===== src/rtl/pool_pkg.sv =====
// Shared definitions for the pooling PISO feeder: FSM state encoding and
// the element-slicing helper used to pick one OP_WIDTH lane out of a word.
package pool_pkg;

    // Shifter occupancy: EMPTY holds nothing, ACTIVE is presenting an element.
    typedef enum logic {
        ST_EMPTY  = 1'b0,
        ST_ACTIVE = 1'b1
    } state_t;

    // Bit offset of element idx inside a packed word (LSB-first lanes).
    function automatic int unsigned elem_lsb(input int unsigned idx,
                                             input int unsigned op_width);
        return idx * op_width;
    endfunction

endpackage


===== src/rtl/pool_piso_feeder_if.sv =====
// Stream bundle for the PISO feeder: packed-word input handshake from the
// memory-controller write stream and serial element output toward pooling.
interface pool_piso_feeder_if #(
    parameter int OP_WIDTH = 16,
    parameter int NUM_PE   = 4
);
    logic [OP_WIDTH*NUM_PE-1:0] in_data;
    logic                       in_valid;
    logic                       in_ready;
    logic [OP_WIDTH-1:0]        out_data;
    logic                       out_valid;
    logic                       out_ready;
    logic                       out_last;

    // Producer/consumer side: drives words in, accepts elements out.
    modport master (
        output in_data, in_valid, out_ready,
        input  in_ready, out_data, out_valid, out_last
    );

    // Feeder side.
    modport slave (
        input  in_data, in_valid, out_ready,
        output in_ready, out_data, out_valid, out_last
    );
endinterface


===== src/rtl/pool_skid_reg.sv =====
// One-entry skid register: holds a word that arrived while the shifter was
// still busy, with a full flag that qualifies the payload.
module pool_skid_reg #(
    parameter int WIDTH = 64
) (
    input  logic             clk,
    input  logic             reset,
    input  logic             load,
    input  logic             clear,
    input  logic [WIDTH-1:0] load_data,
    output logic [WIDTH-1:0] data,
    output logic             full
);

    // Occupancy flag; load and clear never coincide, load wins if they do.
    // NOTE: state is updated with <= so every flop samples pre-edge values.
    always_ff @(posedge clk) begin
        if (reset) begin
            full <= 1'b0;
        end else if (load) begin
            full <= 1'b1;
        end else if (clear) begin
            full <= 1'b0;
        end
    end

    // Payload capture.
    // NOTE: the data register is deliberately not reset; full gates every use of it.
    always_ff @(posedge clk) begin
        if (load) begin
            data <= load_data;
        end
    end

endmodule


===== src/rtl/pool_piso_feeder.sv =====
// Parallel-in/serial-out feeder: accepts NUM_PE-element packed words and
// emits one element per cycle, LSB element first, flagging the last one.
// A one-word skid keeps the stream bubble-free across word boundaries.
module pool_piso_feeder
    import pool_pkg::*;
#(
    parameter int OP_WIDTH = 16,
    parameter int NUM_PE   = 4
) (
    input  logic              clk,
    input  logic              reset,
    pool_piso_feeder_if.slave bus,
    output logic              busy
);

    localparam int WORD_WIDTH = OP_WIDTH * NUM_PE;
    localparam int IDX_WIDTH  = (NUM_PE > 1) ? $clog2(NUM_PE) : 1;
    localparam logic [IDX_WIDTH-1:0] LAST_IDX = IDX_WIDTH'(NUM_PE - 1);

    state_t                  state;
    state_t                  state_next;
    logic [IDX_WIDTH-1:0]    idx;
    logic [IDX_WIDTH-1:0]    idx_next;
    logic [WORD_WIDTH-1:0]   shifter;
    logic [WORD_WIDTH-1:0]   shifter_next;

    logic                    ready;
    logic                    valid;
    logic                    in_fire;
    logic                    out_fire;
    logic                    at_last;
    logic                    skid_full;
    logic                    skid_load;
    logic                    skid_clear;
    logic [WORD_WIDTH-1:0]   skid_data;

    // Ready depends only on registered skid state (and reset), never on out_ready.
    assign ready        = !skid_full && !reset;
    assign valid        = (state == ST_ACTIVE);
    assign at_last      = (idx == LAST_IDX);
    assign in_fire      = bus.in_valid && ready;
    assign out_fire     = valid && bus.out_ready;

    assign bus.in_ready  = ready;
    assign bus.out_valid = valid;
    assign bus.out_last  = valid && at_last;
    assign bus.out_data  = valid ? shifter[elem_lsb(32'(idx), OP_WIDTH) +: OP_WIDTH]
                                 : '0;
    assign busy          = valid || skid_full;

    pool_skid_reg #(
        .WIDTH (WORD_WIDTH)
    ) u_skid (
        .clk       (clk),
        .reset     (reset),
        .load      (skid_load),
        .clear     (skid_clear),
        .load_data (bus.in_data),
        .data      (skid_data),
        .full      (skid_full)
    );

    // Next-state, element index, shifter reload and skid control.
    // NOTE: every signal gets its hold/idle value first so no path infers a latch.
    always_comb begin
        state_next   = state;
        idx_next     = idx;
        shifter_next = shifter;
        skid_load    = 1'b0;
        skid_clear   = 1'b0;

        case (state)
            ST_EMPTY: begin
                if (in_fire) begin
                    shifter_next = bus.in_data;
                    idx_next     = '0;
                    state_next   = ST_ACTIVE;
                end
            end

            ST_ACTIVE: begin
                if (out_fire) begin
                    if (!at_last) begin
                        idx_next = idx + 1'b1;
                    end else if (skid_full) begin
                        // Skid drains first; ready is low so no input this cycle.
                        shifter_next = skid_data;
                        idx_next     = '0;
                        skid_clear   = 1'b1;
                    end else if (in_fire) begin
                        // Direct reload keeps the skid empty.
                        shifter_next = bus.in_data;
                        idx_next     = '0;
                    end else begin
                        state_next = ST_EMPTY;
                    end
                end
                // A word arriving mid-word parks in the skid.
                if (in_fire && !(out_fire && at_last)) begin
                    skid_load = 1'b1;
                end
            end

            default: state_next = ST_EMPTY;
        endcase
    end

    // Control state: reset discards any partial word.
    always_ff @(posedge clk) begin
        if (reset) begin
            state <= ST_EMPTY;
            idx   <= '0;
        end else begin
            state <= state_next;
            idx   <= idx_next;
        end
    end

    // Shifter payload; only read while ACTIVE, so it carries no reset.
    always_ff @(posedge clk) begin
        shifter <= shifter_next;
    end

endmodule


===== src/flat_wrapper.sv =====
// flat-port wrapper written by rule: the top's interface ports become plain ports
module pool_piso_feeder_flat import pool_pkg::*;
#(
    parameter int OP_WIDTH = 16,
    parameter int NUM_PE   = 4
)
  (clk, reset, busy, bus_in_data, bus_in_valid, bus_out_ready, bus_in_ready, bus_out_data, bus_out_valid, bus_out_last);
  pool_piso_feeder_if #(.OP_WIDTH(OP_WIDTH), .NUM_PE(NUM_PE)) bus_i ();
  input  logic clk;
  input  logic reset;
  output logic busy;
  input wire logic [$bits(bus_i.in_data)-1:0] bus_in_data;
  input wire logic [$bits(bus_i.in_valid)-1:0] bus_in_valid;
  input wire logic [$bits(bus_i.out_ready)-1:0] bus_out_ready;
  output wire logic [$bits(bus_i.in_ready)-1:0] bus_in_ready;
  output wire logic [$bits(bus_i.out_data)-1:0] bus_out_data;
  output wire logic [$bits(bus_i.out_valid)-1:0] bus_out_valid;
  output wire logic [$bits(bus_i.out_last)-1:0] bus_out_last;
  assign bus_i.in_data = bus_in_data;
  assign bus_i.in_valid = bus_in_valid;
  assign bus_i.out_ready = bus_out_ready;
  assign bus_in_ready = bus_i.in_ready;
  assign bus_out_data = bus_i.out_data;
  assign bus_out_valid = bus_i.out_valid;
  assign bus_out_last = bus_i.out_last;
  pool_piso_feeder #(.OP_WIDTH(OP_WIDTH), .NUM_PE(NUM_PE)) u_core (.clk(clk), .reset(reset), .bus(bus_i), .busy(busy));
endmodule

===== config.mk =====
export PLATFORM = sky130hd
export DESIGN_NAME = pool_piso_feeder_flat
export DESIGN_NICKNAME = d
export VERILOG_FILES = /design/src/rtl/pool_pkg.sv /design/src/rtl/pool_piso_feeder_if.sv /design/src/rtl/pool_skid_reg.sv /design/src/rtl/pool_piso_feeder.sv /design/src/flat_wrapper.sv
export SDC_FILE = /design/constraint.sdc
export NUM_CORES = 1
export LEC_CHECK = 0
export BUFFER_PORTS_ARGS = -buffer_cell sky130_fd_sc_hd__buf_2
export CAP_MARGIN = 20
export CELL_PAD_IN_SITES_DETAIL_PLACEMENT = 1
export CELL_PAD_IN_SITES_GLOBAL_PLACEMENT = 1
export CORE_MARGIN = 2
export CORE_UTILIZATION = 35
export DETAILED_ROUTE_END_ITERATION = 10
export PLACE_DENSITY = 0.59
export SYNTH_ARGS = -nofsm -noshare
export SYNTH_HDL_FRONTEND = slang
export SYNTH_HIERARCHICAL = 1
export SYNTH_SLANG_ARGS = --single-unit

===== constraint.sdc =====
create_clock -name clk -period 4.8 [get_ports clk]
set_clock_uncertainty 0.2 [all_clocks]
set_input_delay 0.96 -clock clk [delete_from_list [all_inputs] [get_ports clk]]
set_output_delay 0.96 -clock clk [all_outputs]
set_load 0.05 [all_outputs]

# == Word level (Yosys, flattened, before mapping) ==
# Cells that the tools add are included.
# classes
n_eq_ne,3
n_addsub,1
n_mux,24
shifts,1
n_reduce_logical,12
bitwise,1
# op_table
op,n
$mux W64,4
$pmux W64 S2,1
$shiftx A64 B7 Y16,1
$mux W16,1
$mux W1,12
$mux W2,4
$logic_and A1 B1 Y1,6
$ne A2 B2 Y1 const B,2
$pmux W2 S2,1
$logic_not A1 Y1,3
$add A2 B1 Y2 const B,1
$eq A2 B2 Y1 const B,1
$pmux W1 S2,1
$reduce_and A2 Y1,1
$reduce_bool A2 Y1,1
$logic_or A1 B1 Y1,1
$not A1 Y1,1
# totals
elab_cells,47
register_bits,132

# == Depth between registers and ports, before layout ==
# logic_depth
depth_word,8
depth_mapped,7
ltp_nobuf,5

# == Cells and area by module ==
# The synthesis kept the hierarchy.
# modules_own_cells
mod,instances,area_each_um2,cells_each
pool_piso_feeder,1,4012.6,343
pool_skid_reg,1,1960.6,68

# == Least setup slack after synthesis ==
# No wires, ideal clock.
# synth_timing
path_kind,input port to flip-flop
from,input reset
to,"register u_core.u_skid.data[0], enable pin"
cell_stages,4
n_path_buf,2
arrival_time_ps,3097
path_slack_ps,1073
cell_sequence,nor3b_2 > buf_6 > buf_12 > and3_1
# synth_between
elab_chain_cells,6
# synth_lines
item,line,text
from (decl),flat_wrapper.sv:10,input logic reset;
$logic_not A1 Y1,pool_piso_feeder.sv:38,assign ready = !skid_full && !reset;
$logic_and A1 B1 Y1,pool_piso_feeder.sv:38,
$logic_and A1 B1 Y1,pool_piso_feeder.sv:41,assign in_fire = bus.in_valid && ready;
$logic_and A1 B1 Y1,pool_piso_feeder.sv:99,if (in_fire && !(out_fire && at_last)) begin
$mux W1,pool_piso_feeder.sv:99,
$mux W1,pool_piso_feeder.sv:72,case (state)
net u_core.skid_load,pool_piso_feeder.sv:33,logic skid_load;
to (signal assigned),pool_skid_reg.sv:31,data <= load_data;
to (decl),pool_skid_reg.sv:11,"output logic [WIDTH-1:0] data,"
# The timed path passes the listed nets, and every way through them passes these cells.
# A chain may end at the register's enable or synchronous reset.

# == Final worst setup path ==
# layout_timing
from,register u_core.idx[1]
to,output bus_out_data[14]
# layout_between
elab_chain_cells,2
# layout_lines
item,line,text
from (decl),pool_piso_feeder.sv:22,logic [IDX_WIDTH-1:0] idx;
from (signal assigned),pool_piso_feeder.sv:115,idx <= idx_next;
$shiftx A64 B7 Y16,pool_piso_feeder.sv:47,"assign bus.out_data = valid ? shifter[elem_lsb(32'(idx), OP_WIDTH) +: OP_WIDTH]"
$mux W16,pool_piso_feeder.sv:47,
to (decl),flat_wrapper.sv:16,output wire logic [$bits(bus_i.out_data)-1:0] bus_out_data;
# Every way passes these cells.

==> flow_summary_export.csv <==
group,metric,value,unit
pwr,power.ir.vdd_worst,257,uV
grt,grt_first_pass_wirelength,22.9,mm
job,maxCapViolations,0,
logic_synthesis,synth_area,0.00597,mm^2
route,vias,3686,
placed_design,pre_cts_slack,1.76,ns
pwr,power,2.91,mW
clock_tree,ctsHoldBuffers,0,
floorplanning,dieArea,0.0181,mm^2
setup_path,worstPathRequired,3.64,ns
clock_tree,cts_tree,"yes",
clock_tree,numCtsBuffers,17,
logic_synthesis,synth_seq_cells,132,
floorplanning,coreArea,0.0166,mm^2
route,drt_wl_total,14.4,mm
logic_synthesis,avgSynthCellArea,14.5,um^2
layout,area_delta_synth_final,18.0,%
setup_path,crit_type,"reg2out",
route,drt-initial-drc-count,249,
logic_synthesis,synth_area_leaders,"edfxtp_1, mux2i_1, mux4_2",
pwr,power_density,412,mW/mm^2
clock_tree,clk_latency,0.41,ns
layout,layout-drive-gt1-share,27.3,%
placed_design,dpl_cell_area,0.00656,mm^2
layout,final_nets,566,
logic_synthesis,synth_top_cell_area_share,64.3,%
pwr,p_leak,2.59,nW
floorplanning,initial_utilization,35.9,%
placed_design,post-place-cells,698,
layout,antennaDiodeCount,0,
sta,finalHoldViolations,0,
clock_tree,htreeDepth,4,
floorplanning,num_rows,47,
grt,antenna_found_initial,0,
sta,timing.hold.ws,0.377,ns
route,drc_errors,0,
clock_tree,cts-root-buf,"clkbuf_16",
sta,setup_tns,0,ns
placed_design,portBuffers,87,
logic_synthesis,ys_warn_count,6,
layout,final_area,0.00705,mm^2
layout,final_cells,730,
floorplanning,ios,88,
sta,slew_headroom,26.0,%
layout,layout_common_cells,"edfxtp_1, buf_2, nor2_1, a21oi_1, mux2i_1",
clock_tree,cts_resized,0,
sta,worst_slack,1.40,ns
clock_tree,cts.path.max_buffers,2,
layout,fin_util,42.4,%
grt,grtUsageTotal,16.9,%
outcome,outcome,"complete, no violations",
logic_synthesis,syn_nets,480,
clock_tree,cts.sinks,132,
placed_design,place_congestion,0.720,
sta,rsz0062_at_grt,"no",
sta,slew_viol_final,0,
setup_path,worst_ep_arrival_time,2.24,ns
setup_path,endpoint_kind,"output port",
clock_tree,postCtsSetupBuffers,0,
grt,grt_pass1_vias,3988,
grt,grt_start_max_net_pins,106,
grt,grt.overflow.total,0,
route,drtPass1Iterations,4,
route,ant_nets,0,
sta,setup_viol,0,
sta,worst_pin_slew,1.11,ns
clock_tree,clk_pin_slew,0.06,ns
setup_path,worst_setup_path_start_kind,"register",
floorplanning,die_w,135,um
hold_path,hold_path_class,"reg2reg",
logic_synthesis,synth-seq-area-share,65.7,%
sta,fmax,0.294,GHz
layout,final_common_cell,"edfxtp_1",
sta,fin_crit_sh,70.9,%
setup_path,critPathMaxFanout,18,
sta,finalWorstPathRequiredPeriod,3.40,ns
route,avgViaCountPerCell,5.05,
logic_synthesis,synth_top_cell_by_area,"edfxtp_1",
floorplanning,die_h,135,um
placed_design,dp_hpwl,9.03,mm
logic_synthesis,synthCells,411,
route,wl_per_cell,19.7,um
logic_synthesis,synthDistinctLibCells,28,
[registers in the layout (all words and copies together), names as in the netlist]
name and flops:
u_core/idx 2, u_core/u_skid/full 1, u_core/bus.out_valid 1, u_core/shifter 64
u_core/u_skid/data 64
[worst max-delay path, cell delays in order, from the launching register on]
cell     delay, ns
dfxtp_1       1.01
mux4_2        0.40
and2_1        0.19
buf_2         0.21
[area by class of cell]
| cell class | instances | area [um^2] |
|---|---|---|
| timing repair buffer | 95 | 515 |
| inverter | 2 | 7.51 |
| tap | 220 | 275 |
| clock inverter | 8 | 36.3 |
| multi-input combinational | 249 | 1840 |
| fill | 1757 | 9590 |
| sequential | 132 | 3920 |
| clock buffer | 24 | 452 |
[where the power goes]
part           internal, mW  switching [mW]
combinational         0.151           0.199
clock                 0.648           0.447
sequential             1.40          0.0605
total                  2.20           0.707
[Yosys cell counts]
cell type and number:
edfxtp_1 128, nor2_1 67, a21oi_1 66, mux2i_1 64
and2_1 17, mux4_2 16, clkbuf_1 10, buf_12 5
buf_2 5, buf_1 4, dfxtp_1 4, buf_6 3
nand2_1 3, a31oi_1 2, inv_1 2, nand2b_1 2
o211ai_1 2, a21oi_2 1, and3_1 1, and3b_1 1
buf_4 1, ha_1 1, nand3b_1 1, nand4b_1 1
nor2b_1 1, nor3b_2 1, o21ai_0 1, or2_2 1
[cells by family after synthesis]
group	after synthesis	share of synthesized area (%)
AOI/OAI and AO/OA	72	6.22
buffers and inverters	30	3.79
and+or+nand+nor	96	7.33
muxes	80	16.8
adders and majority gates	1	0.209
DFF	132	65.7
[worst paths after layout]
check        cells past startpoint                 end                    from  slack [ns]
min reg2reg                      2  u_core/shifter[37]  u_core/u_skid/data[37]        0.38
max                              3    bus_out_data[14]           u_core/idx[1]        1.40
min                              2  u_core/shifter[37]  u_core/u_skid/data[37]        0.38
max reg2reg                      4  u_core/shifter[13]           u_core/idx[1]        1.83
[routing by layer]
layer / up-vias / track usage (%) / wire (um) / share of wire (%)
li1: 1728 / - / - / -
met2: 64 / 25.1 / 6610 / 46
met5: - / 0 / 0 / 0
met4: 0 / 5.79 / 179 / 1.2
met1: 1882 / 24.3 / 7140 / 50
met3: 12 / 3.98 / 427 / 3.0
Power figures use the tool's default switching activity.
